$ cat src/rtl/saw_pkg.sv
// Shared definitions for the stop-and-wait ARQ link: FSM states, frame field
// positions and the even-parity check used by both transmitter and receiver.
package saw_pkg;

  typedef enum logic [2:0] {
    IDLE    = 3'd0,
    CHECK   = 3'd1,
    DELIVER = 3'd2,
    ACK     = 3'd3,
    NAK     = 3'd4
  } state_e;

  typedef struct packed {
    state_e state;
    logic   exp_seq;
  } dbg_t;

  localparam int PAR_BIT = 0;

  function automatic int seq_bit(input int bw);
    return bw - 1;
  endfunction

  // Frames are zero-extended into the argument, which leaves parity unchanged.
  function automatic logic parity_ok(input logic [63:0] f);
    return ~(^f);
  endfunction

endpackage

$ cat src/rtl/sat_counter.sv
// Up-counter that sticks at its all-ones value instead of wrapping.
module sat_counter #(
  parameter int CNT_W = 8
) (
  input  logic             clk,
  input  logic             rst,
  input  logic             inc,
  output logic [CNT_W-1:0] count
);

  logic [CNT_W-1:0] count_q;
  logic [CNT_W-1:0] count_d;

  always_comb begin
    count_d = count_q;
    if (inc && (count_q != {CNT_W{1'b1}})) count_d = count_q + CNT_W'(1);
  end

  always_ff @(posedge clk or posedge rst) begin
    if (rst) count_q <= '0;
    else     count_q <= count_d;
  end

  assign count = count_q;

endmodule

$ cat src/rtl/saw_receiver.sv
// Stop-and-wait ARQ receiver: parity and sequence check, in-order delivery to a
// valid/ready sink, and an ACK or NAK pulse answering every accepted frame.
module saw_receiver
  import saw_pkg::*;
#(
  parameter int BW    = 10,
  parameter int CNT_W = 8
) (
  input  logic             clk,
  input  logic             rst,
  input  logic [BW-1:0]    frame_in,
  input  logic             frame_valid,
  output logic [BW-3:0]    data_out,
  output logic             data_valid,
  input  logic             data_ready,
  output logic             ack,
  output logic             ack_seq,
  output logic             nak,
  output logic             busy,
  output logic [CNT_W-1:0] err_cnt,
  output logic [CNT_W-1:0] dup_cnt,
  output dbg_t             dbg_o
);

  localparam int SEQ = seq_bit(BW);

  // Handshake: a payload moves to the sink on a rising edge where data_valid
  // and data_ready are both high; data_out/data_valid hold steady until then.
  state_e        state_q;
  logic [BW-1:0] frame_q;
  logic          exp_seq_q;

  logic par_ok;
  logic seq_match;
  logic err_inc;
  logic dup_inc;

  assign par_ok    = parity_ok(64'(frame_q));
  assign seq_match = (frame_q[SEQ] == exp_seq_q);
  assign err_inc   = (state_q == CHECK) && !par_ok;
  assign dup_inc   = (state_q == CHECK) && par_ok && !seq_match;

  always_ff @(posedge clk or posedge rst) begin
    if (rst) begin
      state_q   <= IDLE;
      frame_q   <= '0;
      exp_seq_q <= 1'b0;
    end else begin
      case (state_q)
        IDLE: begin
          if (frame_valid) begin
            frame_q <= frame_in;
            state_q <= CHECK;
          end
        end
        CHECK: begin
          if (!par_ok)        state_q <= NAK;
          else if (seq_match) state_q <= DELIVER;
          else                state_q <= ACK;
        end
        DELIVER: begin
          if (data_ready) begin
            exp_seq_q <= ~exp_seq_q;
            state_q   <= ACK;
          end
        end
        ACK:     state_q <= IDLE;
        NAK:     state_q <= IDLE;
        default: state_q <= IDLE;
      endcase
    end
  end

  // Counters step on the CHECK exit edge so the new count is visible with nak.
  sat_counter #(.CNT_W(CNT_W)) u_err_cnt (
    .clk   (clk),
    .rst   (rst),
    .inc   (err_inc),
    .count (err_cnt)
  );

  sat_counter #(.CNT_W(CNT_W)) u_dup_cnt (
    .clk   (clk),
    .rst   (rst),
    .inc   (dup_inc),
    .count (dup_cnt)
  );

  assign data_out   = frame_q[SEQ-1:PAR_BIT+1];
  assign data_valid = (state_q == DELIVER);
  assign ack        = (state_q == ACK);
  assign ack_seq    = (state_q == ACK) & frame_q[SEQ];
  assign nak        = (state_q == NAK);
  assign busy       = (state_q != IDLE);

  assign dbg_o.state   = state_q;
  assign dbg_o.exp_seq = exp_seq_q;

endmodule

$ cat config.mk
export PLATFORM = sky130hd
export DESIGN_NAME = saw_receiver
export DESIGN_NICKNAME = d
export VERILOG_FILES = /design/src/rtl/saw_pkg.sv /design/src/rtl/sat_counter.sv /design/src/rtl/saw_receiver.sv
export SDC_FILE = /design/constraint.sdc
export NUM_CORES = 1
export LEC_CHECK = 0
export CORE_ASPECT_RATIO = 0.9
export CORE_UTILIZATION = 51
export DETAILED_ROUTE_END_ITERATION = 8
export PLACE_DENSITY_LB_ADDON = 0.3
export SLEW_MARGIN = 20
export SYNTH_ARGS = -nofsm -noshare
export SYNTH_HDL_FRONTEND = slang
export SYNTH_HIERARCHICAL = 1
export SYNTH_SLANG_ARGS = --single-unit
$ cat constraint.sdc
create_clock -name clk -period 3.68 [get_ports clk]
set_clock_uncertainty 0.15 [all_clocks]
set_input_delay 0.736 -clock clk [delete_from_list [all_inputs] [get_ports clk]]
set_output_delay 0.736 -clock clk [all_outputs]
set_load 0.03 [all_outputs]
======== Word-level counts from Yosys, hierarchy flattened ========
Index checks and enable logic that the tools add are counted.
word-level totals
  bits in registers ....................... 30
  input port bits ......................... 14
cells by class
  $add $sub $neg .......................... 2
  eq/ne operators ......................... 9
  muxes and demuxes ....................... 5
  bitwise logic cells ..................... 3
  reduce and logical (&&, ||, !) cells .... 12
operators with widths
  operator             number
  $reduce_xor 64->1    1
  $add 8x1->8 const B  2
  $ne 8x8->1 const B   2
  $mux 3               3
  $pmux 3 s3           1
  $eq 3x2->1 const B   2
  $reduce_and 2->1     3
  $logic_and 1x1->1    5
  $eq 3x1->1 const B   1
  $eq 3x3->1 const B   1
  $logic_not 3->1      1
  $reduce_bool 3->1    1
  $ne 2x1->1 const B   1
  $ne 2x2->1 const B   1
  $not 1->1            2
  $and 1x1->1          1
  $eq 1x1->1           1
  $logic_not 1->1      1
  $mux 1               1

======== Depth between registers and ports, before layout ========
Gate-level depths: netlist of the first run.
  depth after elaboration ................. 5
  gate-level depth with buffers ........... 7
  depth with buffers taken out ............ 7

======== Modules after synthesis ========
Netlist of the first run, hierarchy kept.
modules (own cells, without submodules)
  module        times used  cells an instance  area an instance (µm²)
  sat_counter   2           38                 419.2
  saw_receiver  1           63                 779.5

======== Worst setup path after synthesis of the first run ========
No wires, ideal clock.
  kind .................................... register -> register
  start point ............................. register frame_q[0]
  end point ............................... register u_dup_cnt.count_q[7] (netlist: u_dup_cnt/count[7])
  library setup time ...................... 0.128 ns
  data arrival time ....................... 2.058 ns
  data required time ...................... 3.402 ns
  slack ................................... 1.344 ns
  stages on the path, launching flop included .. 8
  path buffers ............................ 0
  period minus slack after synthesis ...... 2.336 ns
  cells stage by stage .................... dfrtp_1 xnor2_1 xnor3_1 xnor2_2 nor2_1 nand3_1 nor3_1 mux2_1
between the ends
  cells in the longest elaborated chain, start to end .. 5
RTL lines
  element                          RTL line            RTL
  start: declaration               saw_receiver.sv:30  logic [BW-1:0] frame_q;
  start signal: assignment         saw_receiver.sv:52  frame_q <= frame_in;
  $reduce_xor 64->1                saw_pkg.sv:26       return ~(^f);
  $not 1->1                        saw_pkg.sv:26
  $logic_and 1x1->1 (2 in series)  saw_receiver.sv:41  assign dup_inc = (state_q == CHECK) && par_ok && !seq_match;
  named net dup_inc                saw_receiver.sv:36  logic dup_inc;
  $logic_and 1x1->1                sat_counter.sv:16   if (inc && (count_q != {CNT_W{1'b1}})) count_d = count_q + CNT_W'(1);
  end signal: assignment           sat_counter.sv:21   else count_q <= count_d;
  end: declaration                 sat_counter.sv:11   logic [CNT_W-1:0] count_q;
The timed path passes the listed nets, and every way through them passes these cells.
A chain may end at the register's enable or synchronous reset.

======== Final worst setup path of the first run ========
  start point ............................. register state_q[0]
  end point ............................... output port data_valid
between the ends
  cells in the longest elaborated chain, start to end .. 1
RTL lines
  element                   RTL line            RTL
  start: declaration        saw_receiver.sv:29  state_e state_q;
  start signal: assignment  saw_receiver.sv:45  state_q <= IDLE;
  start signal: assignment  saw_receiver.sv:53  state_q <= CHECK;
  start signal: assignment  saw_receiver.sv:57  if (!par_ok) state_q <= NAK;
  $eq 3x2->1                saw_receiver.sv:90  assign data_valid = (state_q == DELIVER);
  end: declaration          saw_receiver.sv:14  output logic data_valid,
No other way between the ends.

==> metrics, run 1 <==
DR vias/cell=5.596; I/O pin cnt=47; final hold vios=0; Reg power frac=0.303; DR pass1 iterations=5; via count=1259; Pwr per Cell Area=975.0 mW/mm^2; post_cts resized=0; Net Count, Synth=155; largest net degree at the start of global routing=15; Avg WL per Cell=14.94 um; CP Data Arrival Time=1.94 ns; Post-synth EDFFs=0; P_leak=0.8600 nW; CTS tree=built; CTS Sinks=30; Synth Area in Compound Gates=0.09358; clock-pin slew on the worst setup and hold paths=0.09 ns; sw power=0.0009228 W; sequential share of the synthesized area=0.4640; outcome=finished, final reports clean; Final nets=199; DP Cell Count=218; clk_lat worst skew=0.32 ns; GRT Total Usage=0.2332; max_cap viols=0; core box area=0.003043 sq mm; Pint=0.001133 W; clock network fraction of design power=0.086; R2R depth=7; post-route setup TNS=0 ns; Post-Synth Adder-Cell Area=0.01547; fill count=249; antenna fix cells=0; Layout area overhead=30.32%; wire length of the first global-routing pass=5775 um; DRC viols=0; total die area=0.003402 sq mm; die height=55.43 um; Tcrit/Tclk final=0.7678; highest clock rate=0.3539 GHz; Layout Cells excl Fill=225; post-synthesis mux area share=0.1253; worst r2r dst=u_dup_cnt/count[7]; Clock Path Buffers=2; grt total ovfl=0; Die X=61.37 um; Cells after Synth=139; Max VDD drop=0.5067 mV; H-tree depth=2; worst-margin pin slew=0.5653 ns; post-synth top area share=0.4640; Critical Path RT=2.79 ns; ranking of synthesized cells by area=dfrtp_1 46%, mux2_2 8.4%, xnor2_1 4.9%, buf_4 4.2%, mux2_1 4.2%; initial antenna violation count=0; Worst R2R Setup Slack=0.99 ns; postcts setup bufs=0; combinational share of power=0.612; fraction of layout cells with a size suffix above 1=0.1475; switch share=0.4489; Worst Setup SP=state_q[0]; Initial Util=0.5317; Distinct cells, synth=31; mean area per synthesized cell=11.64 sq um; Pins Over Slew Limit=0; Setup violations, final=0; IO buf count=46; Final GP Congestion=0.8691; synthesis-stage register bit count=30; Main synth FF type=dfrtp_1; yosys warns=6; ys async rst share=1.000; xor/xnor share of the synthesized area=0.07811; largest family of logic cells by synthesized area=simple AND/OR/NAND/NOR gates; worst setup path endpoint=data_valid; initial detailed-routing violation count=70; Worst setup SP type=flip-flop; root buf cell=clkbuf_4; Synth Area in Simple Gates=0.1725; kind of end point of the critical path=output port; RSZ-0062 raised after global routing=false; Final HPWL DP=2504 um; leading area contributor after synthesis=dfrtp_1; CP max FO=9; Min-Delay Path Class=flip-flop to flip-flop; Synth Cell Area=0.001618 sq mm; critical path type=flip-flop to output port; Routed Wire Length=3362 um; count leader, synth=dfrtp_1; remaining antenna violation count=0; synth cell count leaders=30 x dfrtp_1, 12 x mux2_2, 11 x nand2_1, 9 x buf_4, 9 x xnor2_1; vias in the first global route=1204; relative slew slack=0.6227; min Tclk post-route=2.826 ns; Hold Buf Count CTS=0; cts bufs inserted=5; # rows=19; worst reg2reg startpoint=frame_q[0]
## cell type report
cell class / count / area [sq um] / area share
multi-input combinational: 96 / 784.5 / 0.3721
sequential: 30 / 750.7 / 0.3561
timing repair buffer: 46 / 460.4 / 0.2184
tap: 42 / 52.55 / 0.02493
clock buffer: 7 / 45.04 / 0.02137
inverter: 4 / 15.01 / 0.007122
## placed cells by master, fill, tap and decap left out, types with 2 or more instances in the layout
master / netlist / layout
nand3_1: 7 / 7
o2111a_1: 2 / 2
dfrtp_1: 30 / 30
xnor2_1: 9 / 9
nand4_1: 6 / 6
nor3_1: 4 / 4
ha_1: 2 / 2
a21oi_1: 2 / 2
nand4_4: 2 / 2
nand2_1: 11 / 11
o21ai_1: 2 / 2
mux2_1: 6 / 6
clkdlybuf4s50_1: 0 / 46
clkbuf_1: 0 / 2
o21ai_2: 2 / 2
a21boi_1: 2 / 2
nor3b_1: 2 / 2
inv_1: 4 / 4
mux2_2: 12 / 12
o21bai_1: 6 / 6
and2b_2: 2 / 2
nor2_1: 6 / 6
o31a_1: 2 / 2
clkbuf_4: 0 / 5
## metal layers
| metal | GRT usage | wire length, um |
|---|---|---|
| met1 | 0.3224 | 1476 |
| met2 | 0.3556 | 1640 |
| met3 | 0.05386 | 184 |
| met4 | 0.08571 | 61 |
| met5 | 0 | 0 |
## how the worst min path moves through the flow
stage | cells after the start | slack (ns) | endpoint | from
after floorplan | 1 | 0.33 | exp_seq_q | exp_seq_q
final | 1 | 0.39 | exp_seq_q | exp_seq_q
after global placement | 1 | 0.35 | u_err_cnt/count[6] | u_err_cnt/count[6]
after detailed placement | 1 | 0.37 | exp_seq_q | exp_seq_q
after CTS | 1 | 0.38 | exp_seq_q | exp_seq_q
after global routing | 1 | 0.40 | exp_seq_q | exp_seq_q
## power groups by stage
stage,registers [W],clock network [W],logic (W)
after global placement,0.000615,0,0.00124
final,0.000622,0.000176,0.00126
after detailed placement,0.000627,0,0.00126
after floorplan,0.000710,0,0.000859
after global routing,0.000649,0.000197,0.00135
after CTS,0.000622,0.000179,0.00127
## critical path, stage by stage, from the launching register on
cell and delay, ns:
dfrtp_1 0.47, nor3b_1 0.40, clkdlybuf4s50_1 0.76
## through the flow
stage               instance area (sq um)  worst slack [ns]  power (W)    util  hold WS, ns
finish                               2108            0.8544   0.002056  0.6928       0.3854
global route                         2108            0.7391   0.002197  0.6928       0.4050
CTS                                  2108            0.8346   0.002067  0.6928       0.3847
detailed placement                   2063             1.075   0.001884  0.6780       0.3679
global placement                     2063             1.201   0.001851  0.6780       0.3501
floorplan                            1618             1.344   0.001569       -       0.3345
## state kept, by name (all words and copies together), names as in the netlist
name	flops
frame_q	10
u_err_cnt/count	8
state_q	3
u_dup_cnt/count	8
exp_seq_q	1
## cells by family after synthesis
kind of cell             after synthesis
AND/OR/NAND/NOR                       44
XOR/XNOR                              12
flip-flops                            30
AO/OA/AOI/OAI                         20
multiplexers                          18
adder cells (fa/ha/maj)                2
buffers and inverters                 13
No activity file was read; power rests on OpenSTA's default activity.
==> run 2, diff against run 1 <==
--- a/config.mk
+++ b/config.mk
@@ -6,7 +6,7 @@
 export NUM_CORES = 1
 export LEC_CHECK = 0
 export CORE_ASPECT_RATIO = 0.9
-export CORE_UTILIZATION = 51
+export CORE_UTILIZATION = 42
 export DETAILED_ROUTE_END_ITERATION = 8
 export PLACE_DENSITY_LB_ADDON = 0.3
 export SLEW_MARGIN = 20
==> constraint.sdc (replaced) <==
create_clock -name clk -period 2.4 [get_ports clk]
set_clock_uncertainty 0.15 [all_clocks]
set_input_delay 0.48 -clock clk [delete_from_list [all_inputs] [get_ports clk]]
set_output_delay 0.48 -clock clk [all_outputs]
set_load 0.03 [all_outputs]
==> metrics, run 2 (same netlist as run 1, synthesis figures left out) <==
outcome=finished, final reports clean; initial detailed-routing violation count=26 (-63%); root buf cell=clkbuf_8; postcts setup bufs=0 (unchanged); fraction of layout cells with a size suffix above 1=0.1925 (+0.04497); Worst setup SP type=flip-flop; highest clock rate=0.4377 GHz; H-tree depth=2 (unchanged); GRT Total Usage=0.1747 (-0.05847); via count=1201 (-4.6%); DR vias/cell=5.155 (-7.9%); Final HPWL DP=2405 um (-3.9%); post-route setup TNS=0 ns (unchanged); slowest cell on the critical path=xnor3_1; grt total ovfl=0 (unchanged); I/O pin cnt=47 (unchanged); relative slew slack=0.6204 (-0.002329); Final nets=202 (+1.5%); IO buf count=46 (unchanged); Final Core Density=0.5934 (-0.09946); antenna fix cells=0 (unchanged); CP Data Arrival Time=2.29 ns (+0.35 ns); Critical Path RT=2.41 ns (-0.38 ns); CTS tree=built; initial antenna violation count=0 (unchanged); RSZ-0062 raised after global routing=false; max_cap viols=0 (unchanged); Final GP Congestion=0.8045 (-7.4%); Pwr per Cell Area=1533 mW/mm^2 (+57%); Tcrit/Tclk final=0.9519; vias in the first global route=1133 (-5.9%); critical path, cell by cell=xnor2_1, xnor3_1, xnor2_2, and2b_2, buf_4, nand4_1, mux2_1; DP Cell Count=225 (+3.2%); die height=60.88 um (+9.8%); Routed Wire Length=3195 um (-5.0%); critical path's largest stage delay=0.46 ns (-0.30 ns); Die X=67.42 um (+9.9%); DRC viols=0 (unchanged); CP max FO=6 (-3); Fin Hold WS=0.3637 ns (-0.02170 ns); worst-margin pin slew=0.5688 ns (+0.003489 ns); clk_lat worst skew=0.28 ns (-0.04 ns); commonest non-fill, non-tap cell in the layout=clkdlybuf4s50_1; Largest register FFs=10 (unchanged); Avg WL per Cell=13.71 um (-8.2%); Clock Path Buffers=2 (unchanged); total die area=0.004105 sq mm (+21%); Initial Util=0.4367 (-0.09498); Max VDD drop=0.6547 mV (+29%); final hold vios=0 (unchanged); clock-pin slew on the worst setup and hold paths=0.06 ns (-0.03 ns); largest register by flop count=frame_q; most frequent cells in the layout=43 x clkdlybuf4s50_1, 30 x dfrtp_1, 12 x mux2_2; kind of end point of the critical path=flip-flop; CTS Sinks=30 (unchanged); largest net degree at the start of global routing=15 (unchanged); Layout Cells excl Fill=233 (+3.6%); Layout area overhead=35.89%; # rows=21 (+2); Setup violations, final=0 (unchanged); Pins Over Slew Limit=0 (unchanged); cts bufs inserted=5 (unchanged); Crit path max-delay family=XOR/XNOR gates; P_leak=0.9139 nW (+6.3%); Min-Delay Path Class=input port to async pin; critical path type=flip-flop to flip-flop; core box area=0.003705 sq mm (+22%); critical path buffer and inverter count=1 (unchanged); wire length of the first global-routing pass=5154 um (-11%); DR pass1 iterations=3 (-2); min Tclk post-route=2.284 ns; total power draw=0.003371 W (+64%); remaining antenna violation count=0 (unchanged)
## run 2: final timing paths
path / startpoint / end / slack (ns) / cells after the start
max: frame_q[0] / u_err_cnt/count[3] / 0.12 / 7
min: rst / u_dup_cnt/count[1] / 0.36 / 2
max reg2reg: frame_q[0] / u_err_cnt/count[3] / 0.12 / 7
min reg2reg: exp_seq_q / exp_seq_q / 0.36 / 1
max in group asynchronous: rst / state_q[1] / 1.26 / 2
min in group clk: exp_seq_q / exp_seq_q / 0.36 / 1
## run 2: layout make-up
class / instances / area (sq um)
multi-input cells: 96 / 804.5
repair buffers: 49 / 479.2
inverters: 4 / 15.01
well taps: 46 / 57.56
clock buffers: 7 / 86.33
fillers: 292 / 1506
clock inverters: 1 / 5.005
flip-flops and latches: 30 / 750.7
## run 2: per-stage QoR
| step | instance area [sq um] | setup WS (ns) |
|---|---|---|
| after CTS | 2178 | 0.02587 |
| final | 2198 | 0.1155 |
| after floorplan | 1618 | 0.06405 |
| after global routing | 2198 | 0.01476 |
| after global placement | 2091 | 0.1126 |
| after detailed placement | 2091 | 0.03284 |
## run 2: timing repair
item | 4_1_cts | 5_1_grt
pin swaps | 0 | 2
hold buffers | 0 | 0
resized for setup | 3 | 4
setup endpoints to repair | 3 | 3
## run 2: power by group
group / internal (W) / total [W] / switching [W]
combinational: 0.000979 / 0.00200 / 0.00102
sequential: 0.000703 / 0.000964 / 0.000261
clock: 0.000231 / 0.000407 / 0.000177
total: 0.00191 / 0.00337 / 0.00146
## run 2: per-layer routing
metal,GRT usage,part of all wire
met4,0.09119,0.017
met2,0.2757,0.49
met3,0.03383,0.036
met5,0,0
met1,0.2294,0.46
==> RTL change, RTL diff (config.mk and constraints of run 1) <==
`CNT_W` is set to 8 in 2 places; all go to 10.
--- a/src/rtl/sat_counter.sv
+++ b/src/rtl/sat_counter.sv
@@ -1,6 +1,6 @@
 // Up-counter that sticks at its all-ones value instead of wrapping.
 module sat_counter #(
-  parameter int CNT_W = 8
+  parameter int CNT_W = 10
 ) (
   input  logic             clk,
   input  logic             rst,
--- a/src/rtl/saw_receiver.sv
+++ b/src/rtl/saw_receiver.sv
@@ -4,7 +4,7 @@
   import saw_pkg::*;
 #(
   parameter int BW    = 10,
-  parameter int CNT_W = 8
+  parameter int CNT_W = 10
 ) (
   input  logic             clk,
   input  logic             rst,
Ports: changed (resized dup_cnt and err_cnt); port bits go from 47 to 51. No check against the original RTL was run, so the function may have changed too.
==> RTL change against run 1 <==
  * Sequential cell count increased by 4
  * Worst setup slack gained 0.039 ns
  * Final area rose by 17%
  * Maximum frequency up 1.4%
  * Non-clock buffer count rose by 4
  * Count of clock-buffer cells in the layout is the same
  * Clock power grew 58%
  * Power up 9.2%
  * Combinational power rose by 3%
  * Wire length grew 9.9%
  * Area after synthesis up 17%
  * Utilization grew 2.4 points
  * Largest cell class unchanged
  * Highest routed layer unchanged
==> RTL change: results (changes against run 1) <==
Drt
  • DRT Pass-1 Iters: 4 (-1)
  • Initial drt markers: 51 (-27%)
  • Vias: 1403 (+11%)
  • WL/cell: 14.6 µm (-2.6%)

Global route
  • First-pass GRT wire length: 6020 µm (+4.2%)
  • Total Routing Usage GR: 0.205 (-0.0284)
  • Number of global-route vias before repair: 1375 (+14%)

Logic synthesis
  • Syn nets: 177 (+14%)
  • Sequential area share after synthesis: 0.449 (-0.0152)
  • Most instantiated cells after synthesis: dfrtp_1, mux2_2, buf_4, xnor2_1
  • Distinct cells, synth: 38 (+23%)
  • Async SR Flop Fraction: 1.00 (unchanged)
  • Ranking of synthesized cells by area: dfrtp_1, mux2_2, xnor2_1, buf_4, a2111oi_4

Power and ir drop
  • IR drop worst, VDD: 696 µV (+37%)
  • Leak: 1.01 nW (+17%)
  • Switching Fraction: 0.433 (-0.0160)

Critical path
  • Worst Reg-to-Reg Cells: 7 (unchanged)
  • Worst Setup SP: state_q[0]
  • Max stage delay on crit path: 0.75 ns
  • Largest fanout on the critical path: 9 (unchanged)
  • Reg2Reg Capture Point: u_dup_cnt/count[9]
  • CP max stage cell: clkdlybuf4s50_1
  • Largest delay share family, worst path: buffers and inverters
  • Reg2reg setup slack: 0.92 ns (-0.07 ns)
  • Critical Path AT: 1.90 ns (-0.04 ns)

Placement
  • Dpl hpwl: 2800 µm (+12%)
  • Routability cong.: 0.811 (-6.6%)
  • Pre-CTS WS: 0.975 ns (-0.0994 ns)
  • PortBufs: 50 (+8.7%)

Clock tree
  • Setup Buffers After CTS: 0 (unchanged)
  • Clock slew at reported path FFs: 0.07 ns (-0.02 ns)
  • Worst skew pair latency: 0.28 ns (-0.04 ns)
  • CTS Root Cell: clkbuf_8
  • Longest Clk Path Bufs: 2 (unchanged)

Layout
  • # diodes: 0 (unchanged)
  • Share of post-route cells with drive strength above 1: 0.195 (+0.0477)
  • NumNets Final: 225 (+13%)
  • Fill count: 240 (-3.6%)

Outcome
  • Status: complete, no violations

STA
  • Hold Vio Cnt, Final: 0 (unchanged)
  • Maximum clock rate: 0.359 GHz (+1.4%)
  • Actual slew at the worst max-slew pin: 0.568 ns (+0.00238 ns)

Min path
  • Hold Crit Class: reg2reg
[RTL change: worst min-delay path by stage]
| stage | end | slack (ns) | cells after the start |
|---|---|---|---|
| 3_3_place_gp | frame_q[0] | 0.36 | 1 |
| 3_5_place_dp | frame_q[0] | 0.38 | 1 |
| 5_1_grt | exp_seq_q | 0.42 | 1 |
| 4_1_cts | exp_seq_q | 0.39 | 1 |
| 6_report | exp_seq_q | 0.39 | 1 |
| 2_1_floorplan | exp_seq_q | 0.33 | 1 |
[RTL change: stage by stage]
step / utilization / power (W) / cells / area [µm²] / hold WS, ns
3_5_place_dp: 0.690 / 0.00198 / 246 / 2380 / 0.378
5_1_grt: 0.717 / 0.00238 / 254 / 2470 / 0.416
3_3_place_gp: 0.690 / 0.00193 / 246 / 2380 / 0.362
4_1_cts: 0.717 / 0.00226 / 254 / 2470 / 0.392
2_1_floorplan: - / 0.00165 / 161 / 1900 / 0.334
6_report: 0.717 / 0.00224 / 254 / 2470 / 0.385
[RTL change: cell families after synthesis]
family | share of synthesized area
xor+xnor | 0.0759
buf+inv | 0.0475
flops | 0.449
compound gates | 0.101
fa+ha+maj | 0.0132
simple gates | 0.196
mux | 0.117
[RTL change: power by group through the flow]
stage                     combinational, W  sequential (W)  clock, W
after global placement             0.00127        0.000659         0
after detailed placement           0.00131        0.000674         0
after CTS                          0.00131        0.000668  0.000285
after global routing               0.00139        0.000686  0.000299
after floorplan                   0.000896        0.000755         0
final                              0.00130        0.000668  0.000278
[RTL change: cell type report]
| class | count | area share |
|---|---|---|
| Clock buffer | 7 | 0.0349 |
| Inverter | 6 | 0.00910 |
| Sequential cell | 34 | 0.344 |
| Tap cell | 44 | 0.0222 |
| Timing Repair Buffer | 50 | 0.202 |
| Clock inverter | 1 | 0.00202 |
| Multi-Input combinational cell | 112 | 0.386 |
[RTL change: routing by layer]
metal | part of all wire | wire [µm] | vias up | global-route usage
met3 | 0.049 | 181 | 8 | 0.0534
met1 | 0.45 | 1660 | 684 | 0.245
li1 | - | - | 667 | -
met2 | 0.49 | 1810 | 44 | 0.357
met4 | 0.013 | 48 | 0 | 0.0729
met5 | 0 | 0 | - | 0
